===== config.mk =====
export PLATFORM = sky130hd
export DESIGN_NAME = wb_arbiter
export DESIGN_NICKNAME = d
export VERILOG_FILES = /design/src/rtl/wb_arbiter.sv
export SDC_FILE = /design/constraint.sdc
export NUM_CORES = 1
export LEC_CHECK = 0
export CAP_MARGIN = 10
export CORE_UTILIZATION = 46
export CTS_CLUSTER_SIZE = 20
export DETAILED_ROUTE_END_ITERATION = 7
export GPL_ROUTABILITY_DRIVEN = 0
export HOLD_SLACK_MARGIN = 0.08
export PLACE_DENSITY_LB_ADDON = 0.08
export SLEW_MARGIN = 25
export SYNTH_ARGS = -nofsm -noshare
export SYNTH_HDL_FRONTEND = slang
export SYNTH_SLANG_ARGS = --single-unit

===== constraint.sdc =====
create_clock -name clk -period 2.56 [get_ports clk]
set_input_delay 0.768 -clock clk [delete_from_list [all_inputs] [get_ports clk]]
set_output_delay 0.768 -clock clk [all_outputs]
set_load 0.05 [all_outputs]

===== src/rtl/wb_arbiter.sv =====
// wb_arbiter -- write-back arbiter for the single register-file write port.
//
// Two result sources share the WE/WA/WD port:
//   * ALU path: single-cycle and never stalled. It always wins the port.
//   * Multi-cycle path (MDU/load): valid/ready handshake into an in-order
//     FIFO. The FIFO drains into cycles where the ALU does not write.
// Hazard-query ports report registers whose writes are still pending,
// either in the output register or in the FIFO.
//
// Optional build macro:
//   WB_FWD_EN  When defined, q_fd1/q_fd2 return the youngest pending data
//              for the queried register. When undefined, both are tied to 0.
//
// Ports:
//   clk, rst              clock; synchronous active-high reset
//   alu_valid/wa/wd       ALU result (always accepted)
//   mdu_valid/ready/wa/wd multi-cycle result handshake
//   WE, WA, WD            registered register-file write port
//   q_ra1/2, q_hit1/2     hazard query address / pending-write hit
//   q_fd1/2               forwarded data (WB_FWD_EN only, else 0)
//   pend_cnt              FIFO occupancy
module wb_arbiter #(
   parameter int DEPTH = 4,
   parameter int AW    = 5,
   parameter int DW    = 32
) (
   input  logic                     clk,
   input  logic                     rst,
   input  logic                     alu_valid,
   input  logic [AW-1:0]            alu_wa,
   input  logic [DW-1:0]            alu_wd,
   input  logic                     mdu_valid,
   output logic                     mdu_ready,
   input  logic [AW-1:0]            mdu_wa,
   input  logic [DW-1:0]            mdu_wd,
   output logic                     WE,
   output logic [AW-1:0]            WA,
   output logic [DW-1:0]            WD,
   input  logic [AW-1:0]            q_ra1,
   input  logic [AW-1:0]            q_ra2,
   output logic                     q_hit1,
   output logic                     q_hit2,
   output logic [DW-1:0]            q_fd1,
   output logic [DW-1:0]            q_fd2,
   output logic [$clog2(DEPTH):0]   pend_cnt
);

   localparam int PW = $clog2(DEPTH);

   logic [AW-1:0] fifo_wa [DEPTH];
   logic [DW-1:0] fifo_wd [DEPTH];
   logic [PW-1:0] rd_ptr;
   logic [PW-1:0] wr_ptr;
   logic          push;
   logic          pop;

   // Acceptance looks at occupancy only: a full FIFO refuses even when it
   // pops in the same cycle, which keeps mdu_ready free of alu_valid.
   assign mdu_ready = !rst && (pend_cnt != (PW+1)'(DEPTH));

   // A result for x0 completes its handshake but is dropped here.
   assign push = mdu_valid && mdu_ready && (mdu_wa != '0);
   assign pop  = !alu_valid && (pend_cnt != '0);

   // NOTE: the FIFO storage has no reset; occupancy and pointers alone
   // decide which slots are meaningful, so stale contents are harmless.
   always_ff @(posedge clk) begin
      if (push) begin
         fifo_wa[wr_ptr] <= mdu_wa;
         fifo_wd[wr_ptr] <= mdu_wd;
      end
   end

   // NOTE: all state here uses non-blocking assignments so every register
   // samples the pre-edge values, independent of statement order.
   always_ff @(posedge clk) begin
      if (rst) begin
         rd_ptr   <= '0;
         wr_ptr   <= '0;
         pend_cnt <= '0;
         WE       <= 1'b0;
         WA       <= '0;
         WD       <= '0;
      end else begin
         if (push) wr_ptr <= wr_ptr + 1'b1;
         if (pop)  rd_ptr <= rd_ptr + 1'b1;
         pend_cnt <= pend_cnt + (PW+1)'(push) - (PW+1)'(pop);

         if (alu_valid) begin
            WE <= (alu_wa != '0);
            WA <= alu_wa;
            WD <= alu_wd;
         end else if (pop) begin
            WE <= 1'b1;
            WA <= fifo_wa[rd_ptr];
            WD <= fifo_wd[rd_ptr];
         end else begin
            WE <= 1'b0;
         end
      end
   end

   // Hazard query. Slots are walked from oldest to youngest, so with
   // forwarding enabled the last match found is the youngest pending write.
   logic [AW-1:0] ra  [2];
   logic          hit [2];
   logic [DW-1:0] fd  [2];

   assign ra[0] = q_ra1;
   assign ra[1] = q_ra2;

   always_comb begin
      for (int p = 0; p < 2; p++) begin
         hit[p] = WE && (WA == ra[p]);
         fd[p]  = (WE && (WA == ra[p])) ? WD : '0;
         for (int k = 0; k < DEPTH; k++) begin
            logic [PW-1:0] idx;
            idx = rd_ptr + PW'(k);
            if (((PW+1)'(k) < pend_cnt) && (fifo_wa[idx] == ra[p])) begin
               hit[p] = 1'b1;
               fd[p]  = fifo_wd[idx];
            end
         end
         if (ra[p] == '0) begin
            hit[p] = 1'b0;
            fd[p]  = '0;
         end
      end
   end

   assign q_hit1 = hit[0];
   assign q_hit2 = hit[1];

`ifdef WB_FWD_EN
   assign q_fd1 = fd[0];
   assign q_fd2 = fd[1];
`else
   assign q_fd1 = '0;
   assign q_fd2 = '0;
`endif

endmodule


Word-level counts from Yosys, hierarchy flattened
Memory sizes are Yosys's and may differ from the RTL's. A register that Yosys moved wholly into a read port is not among the register bits.
Index checks and enable logic that the tools add are counted.
- register bits: 45
- memory bits (writable): 148
- input port bits: 88
- memory bits (read-only): 0
- memories: 2
- bits in latches: 0
- memory list (name ; depth ; width ; rd ports ; clocked after Yosys merged registers in ; write ports ; line ; text):
    fifo_wd ; 4 ; 32 ; 1 ; 1 ; 1 ; 51 ; logic [DW-1:0] fifo_wd [DEPTH];
    fifo_wa ; 4 ; 5 ; 4 ; 1 ; 1 ; 50 ; logic [AW-1:0] fifo_wa [DEPTH];
- $add $sub $neg: 6
- magnitude comparators: 4
- reductions and logical operators: 22
- mux-type cells: 22
- bitwise operators: 0
- equality and inequality tests: 11
- multiply operators: 0
- shift operators: 0
- div/mod/pow operators: 0
- operators by type and width (cell ; number):
    32-bit two-way mux ; 2
    5-bit equality test ; 10
    1-bit logical AND ; 14
    1-bit two-way mux ; 14
    5-bit zero test ; 2
    5-bit two-way mux ; 2
    5-bit nonzero test ; 2
    2-bit two-way mux ; 4
    1-bit by 3-bit less-than comparator with 1-bit output (first input constant) ; 2
    2-bit by 3-bit less-than comparator with 1-bit output (first input constant) ; 2
    2-bit by 1-bit adder with 2-bit output (second input constant) ; 2
    2-bit adder (second input constant) ; 2
    3-bit by 1-bit adder with 3-bit output ; 1
    3-bit inequality test (second input constant) ; 1
    3-bit nonzero test ; 1
    3-bit by 1-bit subtractor with 3-bit output ; 1
    1-bit zero test ; 2
    2-bit nonzero test ; 1

Logic depth before layout (Yosys ltp)
Gate-level depths: netlist of run 1.
An unclocked memory read counts as a cell.
- depth after elaboration: 8
- depth in mapped cells: 12
- mapped depth without buffers: 12

Worst setup path before layout of run 1
Ideal clock, no wire load.
- kind: register -> register
- start: register pend_cnt[1]
- end: memory fifo_wa[0][0], enable pin
- data required time: 2.162 ns
- arrival: 3.239 ns
- stages on the path, launching flop included: 6
- slack: -1.077 ns
- path buffers: 0
- period minus slack after synthesis: 3.637 ns
- cell sequence: dfxtp_1 -> inv_1 -> a31oi_1 -> nand2_1 -> a21oi_1 -> and2_1
- longest elaborated chain between the ends: 6
- RTL lines (item ; line ; text):
    from (decl) ; 45 ; output logic [$clog2(DEPTH):0] pend_cnt
    from (signal assigned) ; 87 ; pend_cnt <= pend_cnt + (PW+1)'(push) - (PW+1)'(pop);
    3-bit inequality test ; 59 ; assign mdu_ready = !rst && (pend_cnt != (PW+1)'(DEPTH));
    1-bit logical AND ; 59 ;
    net mdu_ready ; 33 ; output logic mdu_ready,
    1-bit logical AND (2 in a row) ; 62 ; assign push = mdu_valid && mdu_ready && (mdu_wa != '0);
    1-bit two-way mux ; 68 ; if (push) begin
    1-bit two-way mux (implied by the code) ; 69 ; fifo_wa[wr_ptr] <= mdu_wa;
    to (decl) ; 50 ;
The timed path passes the listed nets, and every way through them passes these cells.

Worst setup path after layout of run 1
- start: register rd_ptr[0]
- end: output q_hit2
- longest elaborated chain between the ends: 8
- elaborated cells between the ends (all ways): 14
- RTL lines (item ; line ; text):
    from (decl) ; 52 ; logic [PW-1:0] rd_ptr;
    from (signal assigned) ; 86 ; if (pop) rd_ptr <= rd_ptr + 1'b1;
    2-bit by 1-bit adder with 2-bit output ; 118 ; idx = rd_ptr + PW'(k);
    memory read 4 x 5 bit (*) ; n/a ;
    5-bit equality test ; 119 ; if (((PW+1)'(k) < pend_cnt) && (fifo_wa[idx] == ra[p])) begin
    1-bit logical AND ; 119 ;
    1-bit two-way mux (2 in a row) ; 119 ;
    1-bit two-way mux (*) ; 119 ;
    1-bit two-way mux (*) ; 124 ; if (ra[p] == '0) begin
    to (decl) ; 42 ; output logic q_hit2,
Every way passes the cells marked *; elsewhere a longest branch is shown, timed or not.

==> impl_metrics.tcl, run 1 <==
set metrics [dict create \
    insertedDiodeCount 0 \
    power-per-cell-area_nw_per_um2 884 \
    postLayoutSetupSlackWorst_ns -0.736 \
    power.net_switching_mw 3.45 \
    global_route.overflow_total 0 \
    synth.lib_cells_used.distinct 33 \
    timing.critical_path.max_delay_family "multiplexers" \
    postRouteWirelength_mm 18.0 \
    max_slew.worst_pin.slew_ns 0.727 \
    synthesized_instance_count 632 \
    finish.instance_area_um2 11500 \
    clock_path_buffers 2 \
    hold_violation_total_from_the_final_report 0 \
    worstSetupEndpointType "output pin" \
    post_synth_fa_ha_maj_area_fraction_pct 1.34 \
    yosys_register_bits 195 \
    routed-via-count 5402 \
    cts_max_level 4 \
    swShare_pct 34.0 \
    max_freq_mhz 303 \
    instances_no_fill 1078 \
    cts.root.buffer_cell "sky130_fd_sc_hd__clkbuf_16" \
    met3_length_mm 1.06 \
    synthesis.area_per_instance_um2 14.2 \
    routedWlPerCell_um 16.7 \
    cellLeakagePower_nw 4.16 \
    grt_antenna_before_repair 0 \
    timing.max_slew.rel_slack_pct 51.5 \
    buffer_ports.inserted 131 \
    fill_cells 1486 \
    max_stage_delay_ns 0.54 \
    synth-seq-area-share_pct 59.9 \
    io_pins 196 \
    initialDrtViolationCount 190 \
    cts_hold_buf 0 \
    synth_compound_area_share_pct 3.17 \
    final_core_util_pct 60.6 \
    tns_ns -1.41 \
    die-width_um 142 \
    routed.top_layer "met4" \
    synth_top_family_by_area "multiplexers" \
    final_net_count 902 \
    cts_tree "yes" \
    grt_pass1_vias 5496 \
    mostFrequentLayoutCell "sky130_fd_sc_hd__edfxtp_1" \
    critPathMaxFanout 6 \
    worstPathCellList "buf_4 -> mux4_2 -> xor2_1 -> nor4_1 -> and3_1 -> a21oi_2 -> a21oi_4 -> buf_12" \
    place.detailed.instances 1039 \
    finalCriticalPeriod_ns 3.30 \
    die_y_um 142 \
    worstPathRequired_ns 1.79 \
    critPathArrivalTime_ns 2.53 \
    seqCellArea_um2 5400 \
    place_worst_setup_slack_ns -0.713 \
    global_route_wire_length_before_repair_mm 28.6 \
    comb_power_share_pct 37.8 \
    slew_viol_final 0 \
    multi_input_area_um2 3250 \
    max_cap_violations 0 \
    final_layout_size_suffix_gt1_share_pct 20.9 \
    ir_drop_v 0.000583 \
    design_power_total_mw 10.2 \
    period_share_pct 129 \
    timing.critical_path.buf_inv 2 \
    die_footprint_um2 20100 \
    multiplexer_area_fraction_after_synthesis_pct 17.2 \
    detail_route.first_pass.iterations 4 \
    clock_buffer_count_from_cts 17 \
    wl_met1_mm 7.61 \
    final_antenna_net_count 0 \
    worst_hold_margin_ns 0.564 \
    core_area_um2 19000 \
    setup.worst_path.start_class "flop" \
    initial_core_util_pct 47.5 \
    min_path_type "flop to flop" \
    area_growth_pct 27.7 \
    clkLatencyLatePin_ns 0.43 \
    global_route.usage.total_pct 19.0 \
    met2WireLength_mm 9.12 \
    placedInstanceArea_um2 10800 \
    cell_internal_power_dissipation_mw 6.71 \
    critical_path.slowest_cell "sky130_fd_sc_hd__mux4_2" \
    setup_viol 2 \
    grt_start_max_net_pins 76 \
    synth-edff-count 148 \
    crit_path_class "flop to output pin" \
    synth_flop_cell "sky130_fd_sc_hd__edfxtp_1" \
    pwr-share-clk_pct 24.3 \
    grt_setup_unrepaired "yes" \
    dp_hpwl_mm 12.8 \
    synth.cell_area_um2 8990 \
    drc 0 \
    synthesis.yosys.warnings 0 \
    clock_sinks 195 \
    most-common-layout-cells "sky130_fd_sc_hd__edfxtp_1, sky130_fd_sc_hd__clkdlybuf4s50_1, sky130_fd_sc_hd__nor2_1" \
    clk_pin_slew_ns 0.07 \
    power.sequential.fraction_pct 38.0 \
    run_status "complete, but fails checks" \
    number_of_standard_cell_rows_in_the_floorplan 50 \
    drt-vias-per-instance 5.01 \
    synth-async-reset-ratio_pct 0 \
    synth_simple_gate_area_share_pct 5.49 \
    violations "setup timing" \
    xor_and_xnor_area_share_after_synthesis_pct 5.26 \
    finClkSkew_ns 0.0107 \
]
registers in the layout (all words and copies together), names as in the netlist, named ones only:
signal    flops
fifo_wa      20
WE            1
WD           32
pend_cnt      3
WA            5
fifo_wd     128
wr_ptr        2
rd_ptr        2
cells in the mapped netlist (all sizes together) (5+ instances only):
| master | count | area, um^2 |
|---|---|---|
| clkbuf | 24 | 90.1 |
| ha | 8 | 100 |
| mux4 | 49 | 1100 |
| edfxtp | 148 | 4440 |
| nor2 | 85 | 319 |
| buf | 79 | 566 |
| dfxtp | 47 | 941 |
| nor4 | 7 | 50.1 |
| mux2i | 44 | 440 |
| a21oi | 42 | 210 |
| nand2 | 5 | 18.8 |
| xor2 | 32 | 280 |
| inv | 9 | 33.8 |
| xnor2 | 22 | 193 |
logic make-up after synthesis:
family | count (synthesis)
other | 1
muxes | 93
and+or+nand+nor | 115
adders and majority gates | 9
DFF | 195
AOI/OAI and AO/OA | 53
xor gates and xnor gates | 54
buffers and inverters | 112
final cells by class:
type                       instances  share of cell area (%)
clock buffer                      18                    3.74
clock inverter                    14                    1.11
inverter                           9                   0.294
multi-input combinational        388                    28.3
sequential                       195                    47.0
tap                              260                    2.83
timing repair buffer             194                    16.7
routing by layer:
metal  up-vias  global-route usage, %
met3        17                   4.18
met1      2672                   23.2
met4         0                   6.85
met5         -                      0
li1       2534                      -
met2       179                   33.0
path summary, 6_finish.rpt:
check	start	endpoint	slack (ns)	depth (start not counted)
max	rd_ptr[0]	q_hit2	-0.74	8
min	wr_ptr[1]	wr_ptr[1]	0.56	2
max reg2reg	pend_cnt[1]	pend_cnt[1]	0.40	11
min reg2reg	wr_ptr[1]	wr_ptr[1]	0.56	2
tightest hold or removal path, delay by kind of cell (launching register included):
kind,cells,cell delay (ns)
buffers and inverters,1,0.10
flip-flops,1,0.33
AO/OA/AOI/OAI,1,0.08
power by group through the flow:
| stage | clock [mW] | sequential, mW | combinational, mW |
|---|---|---|---|
| global placement | 0 | 3.93 | 3.72 |
| finish | 2.46 | 3.86 | 3.84 |
| detailed placement | 0 | 3.94 | 3.75 |
| CTS | 2.51 | 3.87 | 3.84 |
| global route | 2.64 | 3.89 | 4.14 |
| floorplan | 0 | 4.27 | 2.39 |
what timing repair did:
action                     CTS  global route
pin swaps                    9             5
setup endpoints to repair    4             3
buffers inserted             5             2
gates resized for setup      6             7
Power figures use the tool's default switching activity.
==> run 2, diff against run 1 <==
--- a/config.mk
+++ b/config.mk
@@ -7,11 +7,11 @@
 export LEC_CHECK = 0
 export CAP_MARGIN = 10
 export CORE_UTILIZATION = 46
-export CTS_CLUSTER_SIZE = 20
 export DETAILED_ROUTE_END_ITERATION = 7
 export GPL_ROUTABILITY_DRIVEN = 0
 export HOLD_SLACK_MARGIN = 0.08
 export PLACE_DENSITY_LB_ADDON = 0.08
+export SKIP_LAST_GASP = 1
 export SLEW_MARGIN = 25
 export SYNTH_ARGS = -nofsm -noshare
 export SYNTH_HDL_FRONTEND = slang
==> results of run 2 <==
Same layout as run 1: the final DEF is identical, and so are final timing and power.
